[config.mk]
export PLATFORM = sky130hd
export DESIGN_NAME = audio_i2s_tx_flat
export DESIGN_NICKNAME = d
export VERILOG_FILES = /design/src/rtl/audio_i2s_tx_pkg.sv /design/src/rtl/audio_i2s_tx_if.sv /design/src/rtl/audio_i2s_tx_bck_gen.sv /design/src/rtl/audio_i2s_tx.sv /design/src/flat_wrapper.sv
export SDC_FILE = /design/constraint.sdc
export NUM_CORES = 1
export LEC_CHECK = 0
export BUFFER_PORTS_ARGS = -buffer_cell sky130_fd_sc_hd__buf_2
export CAP_MARGIN = 10
export CORE_ASPECT_RATIO = 0.8
export CORE_UTILIZATION = 29
export CTS_CLUSTER_SIZE = 28
export DETAILED_ROUTE_END_ITERATION = 7
export GPL_TIMING_DRIVEN = 0
export RECOVER_POWER = 100
export SYNTH_ARGS = -nofsm -noshare
export SYNTH_HDL_FRONTEND = slang
export SYNTH_SLANG_ARGS = --single-unit
export TNS_END_PERCENT = 50
[constraint.sdc]
create_clock -name clk -period 2.2 [get_ports clk]
set_input_delay 0.55 -clock clk [delete_from_list [all_inputs] [get_ports clk]]
set_output_delay 0.55 -clock clk [all_outputs]
set_load 0.02 [all_outputs]
[src/rtl/audio_i2s_tx_pkg.sv]
// Shared audio constants and I2S slot helpers for the output stage.
package audio_i2s_tx_pkg;

  localparam int unsigned AUDIO_SAMPLE_W     = 24;
  localparam int unsigned I2S_SLOT_W         = 32;
  localparam int unsigned I2S_FRAME_BCK      = 64;
  localparam int unsigned I2S_BCK_HALF_25MHZ = 4;

  localparam int unsigned I2S_BIT_CNT_W = $clog2(I2S_FRAME_BCK);
  localparam int unsigned SLOT_POS_W    = $clog2(I2S_SLOT_W);

  typedef logic [I2S_BIT_CNT_W-1:0] i2s_bit_cnt_t;
  typedef logic [SLOT_POS_W-1:0]    i2s_slot_pos_t;

  typedef enum logic {
    CH_LEFT  = 1'b0,
    CH_RIGHT = 1'b1
  } i2s_chan_e;

  // Serial bit at slot position pos: MSB one BCK after the word-select edge,
  // zero at position 0 and after the last sample bit.
  function automatic logic i2s_slot_bit(input logic [I2S_SLOT_W-1:0] word,
                                        input i2s_slot_pos_t         pos,
                                        input int unsigned           sample_w);
    i2s_slot_pos_t idx;
    idx = SLOT_POS_W'(sample_w) - pos;
    if ((32'(pos) >= 32'd1) && (32'(pos) <= sample_w)) begin
      return word[idx];
    end
    return 1'b0;
  endfunction

endpackage

[src/rtl/audio_i2s_tx_if.sv]
// Sample hand-off between the mixer and the I2S transmitter.
interface audio_i2s_tx_if
  import audio_i2s_tx_pkg::*;
#(
  parameter int unsigned SAMPLE_W = AUDIO_SAMPLE_W
);

  logic signed [SAMPLE_W-1:0] left_audio;
  logic signed [SAMPLE_W-1:0] right_audio;
  logic                       next_sample;

  modport master (
    output left_audio,
    output right_audio,
    input  next_sample
  );

  modport slave (
    input  left_audio,
    input  right_audio,
    output next_sample
  );

endinterface

[src/rtl/audio_i2s_tx_bck_gen.sv]
// I2S bit-clock divider: bck toggles every BCK_HALF clk; fall marks the clk
// in which the registered bck goes 1 -> 0.
module i2s_bck_gen
  import audio_i2s_tx_pkg::*;
#(
  parameter int unsigned BCK_HALF = I2S_BCK_HALF_25MHZ
) (
  input  logic clk,
  input  logic rst,
  output logic bck,
  output logic fall
);

  localparam int unsigned      DIV_W    = (BCK_HALF > 1) ? $clog2(BCK_HALF) : 1;
  localparam logic [DIV_W-1:0] DIV_LAST = DIV_W'(BCK_HALF - 1);

  logic [DIV_W-1:0] div;
  logic             wrap;

  assign wrap = (div == DIV_LAST);
  assign fall = wrap & bck;

  always_ff @(posedge clk or posedge rst) begin
    if (rst) begin
      div <= '0;
      bck <= 1'b0;
    end else if (wrap) begin
      div <= '0;
      bck <= ~bck;
    end else begin
      div <= div + DIV_W'(1);
    end
  end

endmodule

[src/rtl/audio_i2s_tx.sv]
// I2S master transmitter: 64-BCK frames, left then right slot, samples
// shadowed at frame start and announced with a one-clk next_sample strobe.
module audio_i2s_tx
  import audio_i2s_tx_pkg::*;
#(
  parameter int unsigned BCK_HALF = I2S_BCK_HALF_25MHZ,
  parameter int unsigned SAMPLE_W = AUDIO_SAMPLE_W
) (
  input  logic           clk,
  input  logic           rst,
  audio_i2s_tx_if.slave  aud,
  output logic           i2s_bck,
  output logic           i2s_lrck,
  output logic           i2s_data
);

  logic                  bck_fall;
  i2s_bit_cnt_t          b;
  i2s_bit_cnt_t          b_next;
  logic                  frame_start;
  i2s_chan_e             chan_next;
  logic [I2S_SLOT_W-1:0] word_ext;
  logic                  data_next;
  logic [SAMPLE_W-1:0]   left_sh;
  logic [SAMPLE_W-1:0]   right_sh;

  i2s_bck_gen #(
    .BCK_HALF(BCK_HALF)
  ) u_bck_gen (
    .clk  (clk),
    .rst  (rst),
    .bck  (i2s_bck),
    .fall (bck_fall)
  );

  always_comb begin
    b_next      = b + i2s_bit_cnt_t'(1);
    frame_start = bck_fall && (b == '1);
    chan_next   = i2s_chan_e'(b_next[I2S_BIT_CNT_W-1]);
    // Shadows are read before this clk's latch, which is safe: slot position 0 always sends 0.
    if (chan_next == CH_RIGHT) begin
      word_ext = {{(I2S_SLOT_W-SAMPLE_W){1'b0}}, right_sh};
    end else begin
      word_ext = {{(I2S_SLOT_W-SAMPLE_W){1'b0}}, left_sh};
    end
    data_next = i2s_slot_bit(word_ext, b_next[SLOT_POS_W-1:0], SAMPLE_W);
  end

  always_ff @(posedge clk or posedge rst) begin
    if (rst) begin
      b               <= '1;
      i2s_lrck        <= 1'b1;
      i2s_data        <= 1'b0;
      aud.next_sample <= 1'b0;
      left_sh         <= '0;
      right_sh        <= '0;
    end else begin
      aud.next_sample <= frame_start;
      if (bck_fall) begin
        b        <= b_next;
        i2s_lrck <= (chan_next == CH_RIGHT);
        i2s_data <= data_next;
      end
      if (frame_start) begin
        left_sh  <= aud.left_audio;
        right_sh <= aud.right_audio;
      end
    end
  end

endmodule
[src/flat_wrapper.sv]
// flat-port wrapper written by rule: the top's interface ports become plain ports
module audio_i2s_tx_flat import audio_i2s_tx_pkg::*;
#(
  parameter int unsigned BCK_HALF = I2S_BCK_HALF_25MHZ,
  parameter int unsigned SAMPLE_W = AUDIO_SAMPLE_W
)
  (clk, rst, i2s_bck, i2s_lrck, i2s_data, aud_left_audio, aud_right_audio, aud_next_sample);
  audio_i2s_tx_if #(.SAMPLE_W(SAMPLE_W)) aud_i ();
  input  logic clk;
  input  logic rst;
  output logic i2s_bck;
  output logic i2s_lrck;
  output logic i2s_data;
  input wire logic [$bits(aud_i.left_audio)-1:0] aud_left_audio;
  input wire logic [$bits(aud_i.right_audio)-1:0] aud_right_audio;
  output wire logic [$bits(aud_i.next_sample)-1:0] aud_next_sample;
  assign aud_i.left_audio = aud_left_audio;
  assign aud_i.right_audio = aud_right_audio;
  assign aud_next_sample = aud_i.next_sample;
  audio_i2s_tx #(.BCK_HALF(BCK_HALF), .SAMPLE_W(SAMPLE_W)) u_core (.clk(clk), .rst(rst), .aud(aud_i), .i2s_bck(i2s_bck), .i2s_lrck(i2s_lrck), .i2s_data(i2s_data));
endmodule
======== After elaboration in Yosys (flattened, before gate mapping) ========
Index checks and enable logic that the tools add are counted.
cells by class
  add/subtract/negate cells ............... 3
  multiply operators ...................... 0
  divide/modulo/power cells ............... 0
  magnitude comparators ................... 3
  equality and inequality tests ........... 2
  shifts and indexed selects .............. 0
  mux-type cells .......................... 7
  bitwise gates (word level) .............. 2
  reductions and logical operators ........ 2
operators by type and width
  cell                   number
  $mux W24               1
  $add A6 B1 Y6 const B  1
  $eq A6 B6 Y1 const B   1
  $lt A5 B6 Y1 const B   1
  $bmux W1 S5            1
  $ge A5 B1 Y1 const B   1
  $le A5 B5 Y1 const B   1
  $sub A5 B5 Y5 const A  1
  $mux W1                4
  $add A2 B1 Y2 const B  1
  $eq A2 B2 Y1 const B   1
  $logic_and A1 B1 Y1    2
  $mux W2                1
  $and A1 B1 Y1          1
  $not A1 Y1             1
storage, ports and cells
  flip-flop bits (word level) ............. 60
  latch bits .............................. 0
  bits in writable memories ............... 0
  memory bits (read-only) ................. 0
  word-level logic and storage cells ...... 27
  memories ................................ 0

======== Logic depth before layout (Yosys ltp) ========
  word-level depth ........................ 6
  mapped depth ............................ 10

======== Cells and area by module ========
From an unflattened synthesis, not the netlist that was laid out.
unflattened totals
  cells, all modules ...................... 227
  area, all modules ....................... 2929.1 µm²
modules (own cells, without submodules)
  module        instances  cells each  area each (µm²)
  audio_i2s_tx  1          219         2817.7
  i2s_bck_gen   1          8           111.4

======== Worst setup path before layout ========
Ideal clock, no wire load.
  path type ............................... flip-flop to flip-flop
  from .................................... reg u_core.b[0]
  to ...................................... reg u_core.i2s_data
  arrival ................................. 2217 ps
  required time ........................... 2069 ps
  slack ................................... -148 ps
  stages on the path, launching flop included .. 10
  clock period less this slack ............ 2348 ps
  path through ............................ dfstp_2 > buf_4 > inv_1 > ha_1 > or4b_2 > o211a_1 > o311ai_1 > nor3_1 > nor3_1 > a221oi_2
on the way
  longest elaborated chain between the ends .. 6
  elaborated cells between the ends (all ways) .. 11
  those cells by class .................... add/sub: 2; order compare: 2; mux: 6; reduce/logical: 1
ends and longest elaborated chain
  what                           line                    RTL
  from (decl)                    audio_i2s_tx.sv:18      i2s_bit_cnt_t b;
  from (signal assigned)         audio_i2s_tx.sv:60      b <= b_next;
  $add A6 B1 Y6 (*)              audio_i2s_tx.sv:37      b_next = b + i2s_bit_cnt_t'(1);
  net u_core.b_next[0]           audio_i2s_tx.sv:19      i2s_bit_cnt_t b_next;
  $sub A5 B5 Y5                  audio_i2s_tx_pkg.sv:26  idx = SLOT_POS_W'(sample_w) - pos;
  $bmux W1 S5                    audio_i2s_tx_pkg.sv:28  return word[idx];
  $mux W1 (implied by the code)  audio_i2s_tx_pkg.sv:28
  $mux W1                        audio_i2s_tx_pkg.sv:27  if ((32'(pos) >= 32'd1) && (32'(pos) <= sample_w)) begin
  $mux W1 (*)                    audio_i2s_tx_pkg.sv:30  return 1'b0;
  to (signal assigned)           audio_i2s_tx.sv:62      i2s_data <= data_next;
  to (decl)                      audio_i2s_tx.sv:14      output logic i2s_data
The timed path passes the listed nets; every way through them passes the cells marked *. The select of a mux whose other input is x is not followed.
A chain may end at the register's enable or synchronous reset.

======== Final worst setup path ========
Ends and elaborated chain as after synthesis.

==> results.cfg <==
[status]
outcome = finished, violations left
violated_checks = negative setup slack

[detailed_routing]
count_of_nets_left_with_antenna_violations_after_detail_routing = 0
wl_per_cell_um = 16.7
drt-pass1-iter-count = 4
totalWireLength_mm = 8.02
post-route-drc-count = 0
dr_total_vias = 2370
initialDrtViolationCount = 93
routed_via_density = 4.95

[timing]
timing.final.crit_share_pct = 105
totalNegativeSetupSlack_ns = -0.120
final_critical_path_setup_slack_ns = -0.120
final.setup_skew_ns = 0.00739
fin_crit_period_ns = 2.32
max_freq_mhz = 431
worst_slew_margin_rel_pct = 36.3
slew_violations = 0
unrepaired_setup_endpoints_after_global_routing = yes
hold-worst-slack_ns = 0.425
worstMarginPinSlew_ns = 0.955
finalHoldViolations = 0
finalSetupViolations = 1

[logic_synthesis]
ys.warnings.count = 0
syn_area_per_cell_um2 = 11.7
syn_nets = 317
yosys.cell_types.count = 57
ys_ff_latch = 59
yosysSeqAreaShare_pct = 48.1
synthesis.instances = 264
synth_top_flop_cell = sky130_fd_sc_hd__dfrtp_1
ys_async_sr_fraction_pct = 100
synth-edff-count = 0
mappedNetlistArea_um2 = 3090

[global_routing]
vias_in_the_first_global_route = 2383
global_routing_usage_summed_across_all_routing_layers_pct = 16.0
antenna_violations_before_repair = 0
grt-ovfl-total = 0
first_pass_grt_wire_length_mm = 13.0
grt_max_degree = 36

[final_layout]
mostFrequentLayoutCell = sky130_fd_sc_hd__buf_2
most-common-layout-cells = sky130_fd_sc_hd__buf_2 (57), sky130_fd_sc_hd__dfrtp_1 (53), sky130_fd_sc_hd__mux2_2 (45)
nets = 388
final_cells = 479
antenna-diode-count = 0
drive_gt1_share_pct = 45.7
layout-area-overhead-vs-synth_pct = 28.6

[place]
io_buffer_count = 53
place.gp.congestion = 0.859
post-place-cells = 458
hpwl_after_detailed_placement_mm = 5.60

[clock_tree]
cts_tree = yes
cts-root-to-sink-buffers = 2
count_of_h_tree_levels_built_during_cts = 3
ctsRootBufferMaster = sky130_fd_sc_hd__clkbuf_16
cts.reportedPaths.clkPinSlew_ns = 0.05
clk_latency_ns = 0.33
clock-sinks = 59
numCtsBuffers = 9

[setup_path]
worst_ep_arrival_time_ns = 2.52
critPathRequiredTime_ns = 2.40
cp-start-kind = register
crit_path_end_kind = register
critical_path.max_fanout = 6
rrSetupSlack_ns = -0.12
criticalPathCategory = reg2reg

[die]
floorplan.core_area_um2 = 10300
die_w_um = 117
std_cell_rows = 33
floorplan.initialDensity_pct = 30.0
die_y_um = 94.3
io_pins = 54
fp.dieArea_um2 = 11100

[power]
vdd_ir_drop_max_mv = 0.396
power.density_cell_area_nw_per_um2 = 642
p_leak_uw = 0.00185

[run]
max_cap_viol_count = 0

[hold_path]
hold_class = in2reg
[repair_timing]
action	in CTS	in global routing
pin swaps	4	11
endpoints found under the hold margin	0	0
setup buffers	5	2
setup endpoints to repair	38	48
hold buffers	0	0
gates resized for setup	12	6
[synth_stat cells (2+ instances only)]
master / number / area share (%)
sky130_fd_sc_hd__a211oi_1: 4 / 0.97
sky130_fd_sc_hd__a21oi_1: 5 / 0.81
sky130_fd_sc_hd__a22oi_1: 2 / 0.49
sky130_fd_sc_hd__a31oi_1: 3 / 0.61
sky130_fd_sc_hd__and3_1: 2 / 0.41
sky130_fd_sc_hd__buf_2: 13 / 2.1
sky130_fd_sc_hd__buf_4: 2 / 0.49
sky130_fd_sc_hd__clkbuf_1: 2 / 0.24
sky130_fd_sc_hd__dfrtp_1: 53 / 43
sky130_fd_sc_hd__dfstp_2: 6 / 5.1
sky130_fd_sc_hd__ha_1: 3 / 1.2
sky130_fd_sc_hd__inv_1: 6 / 0.73
sky130_fd_sc_hd__mux2_1: 4 / 1.5
sky130_fd_sc_hd__mux2_2: 45 / 16
sky130_fd_sc_hd__mux2i_1: 14 / 4.5
sky130_fd_sc_hd__nand2_1: 15 / 1.8
sky130_fd_sc_hd__nand2b_1: 7 / 1.4
sky130_fd_sc_hd__nand3_1: 6 / 0.97
sky130_fd_sc_hd__nand4_1: 3 / 0.61
sky130_fd_sc_hd__nor2_1: 8 / 0.97
sky130_fd_sc_hd__nor3_1: 10 / 1.6
sky130_fd_sc_hd__nor4b_1: 2 / 0.57
sky130_fd_sc_hd__o211ai_1: 3 / 0.73
sky130_fd_sc_hd__o21ai_0: 5 / 0.81
sky130_fd_sc_hd__o21ai_1: 2 / 0.32
sky130_fd_sc_hd__xnor2_1: 5 / 1.4
sky130_fd_sc_hd__xor2_1: 4 / 1.1
[per-layer routing]
metal	global-route usage [%]	part of all wire (%)	vias up
met5	0	0	-
met4	7.14	1.3	0
met3	5.46	5.6	7
met2	22.6	45	86
met1	21.8	48	1171
li1	-	-	1106
[cell type report]
cell class,instances,area [µm²]
buffer,17,120
clock buffer,13,260
clock inverter,2,35.0
fill,1024,6310
inverter,7,28.8
multi-input combinational,180,1530
sequential,59,1480
tap,140,175
timing repair buffer,61,334
[final timing paths]
| path | endpoint | from | depth (start not counted) |
|---|---|---|---|
| max reg2reg | u_core.i2s_data | u_core.b[0] | 9 |
| max in group asynchronous | u_core.right_sh[2] | rst | 3 |
| min | u_core.left_sh[20] | aud_left_audio[20] | 3 |
| min reg2reg | u_core.u_bck_gen.div[0] | u_core.u_bck_gen.div[0] | 1 |
| max | u_core.i2s_data | u_core.b[0] | 9 |
| min in group asynchronous | u_core.right_sh[19] | rst | 2 |
[flip-flops by register name, indices dropped and copies added (netlist names)]
name	cells
u_core.left_sh	24
u_core.right_sh	24
u_core.b	6
u_core.u_bck_gen.div	2
u_core.aud.next_sample	1
u_core.i2s_data	1
u_core.u_bck_gen.bck	1
[cells by family after synthesis]
group / share of synthesized area (%)
AOI/OAI and AO/OA: 9.24
xor gates and xnor gates: 3.08
DFF: 48.1
muxes: 23.1
buffers and inverters: 4.05
and+or+nand+nor: 11.2
adders and majority gates: 1.22
[critical path: stages, from the launching register on]
cell	delay, ns
sky130_fd_sc_hd__dfstp_2	0.53
sky130_fd_sc_hd__buf_6	0.12
sky130_fd_sc_hd__inv_4	0.04
sky130_fd_sc_hd__ha_4	0.31
sky130_fd_sc_hd__buf_12	0.11
sky130_fd_sc_hd__mux4_2	0.50
sky130_fd_sc_hd__o211ai_1	0.17
sky130_fd_sc_hd__nor3_1	0.07
sky130_fd_sc_hd__a31oi_1	0.25
sky130_fd_sc_hd__a221oi_2	0.09
[per-stage QoR]
stage	total power [µW]	setup slack, ns	cell area (µm²)	util (%)
4_1_cts	2590	-0.0801	3960	38.5
3_5_place_dp	1180	-0.328	3570	34.8
2_1_floorplan	1120	0.00904	3110	-
5_1_grt	2650	-0.153	3970	38.6
3_3_place_gp	1170	-0.557	3550	34.6
6_report	2550	-0.120	3970	38.6
[where the power goes]
group / leakage [µW] / switching, µW / internal (µW) / total (µW)
Sequential: 0.000794 / 0 / 1090 / 1090
Clock: 0.000146 / 467 / 929 / 1400
Combinational: 0.000908 / 34.8 / 31.3 / 66.1
Total: 0.00185 / 502 / 2050 / 2550
Power figures use the tool's default switching activity.
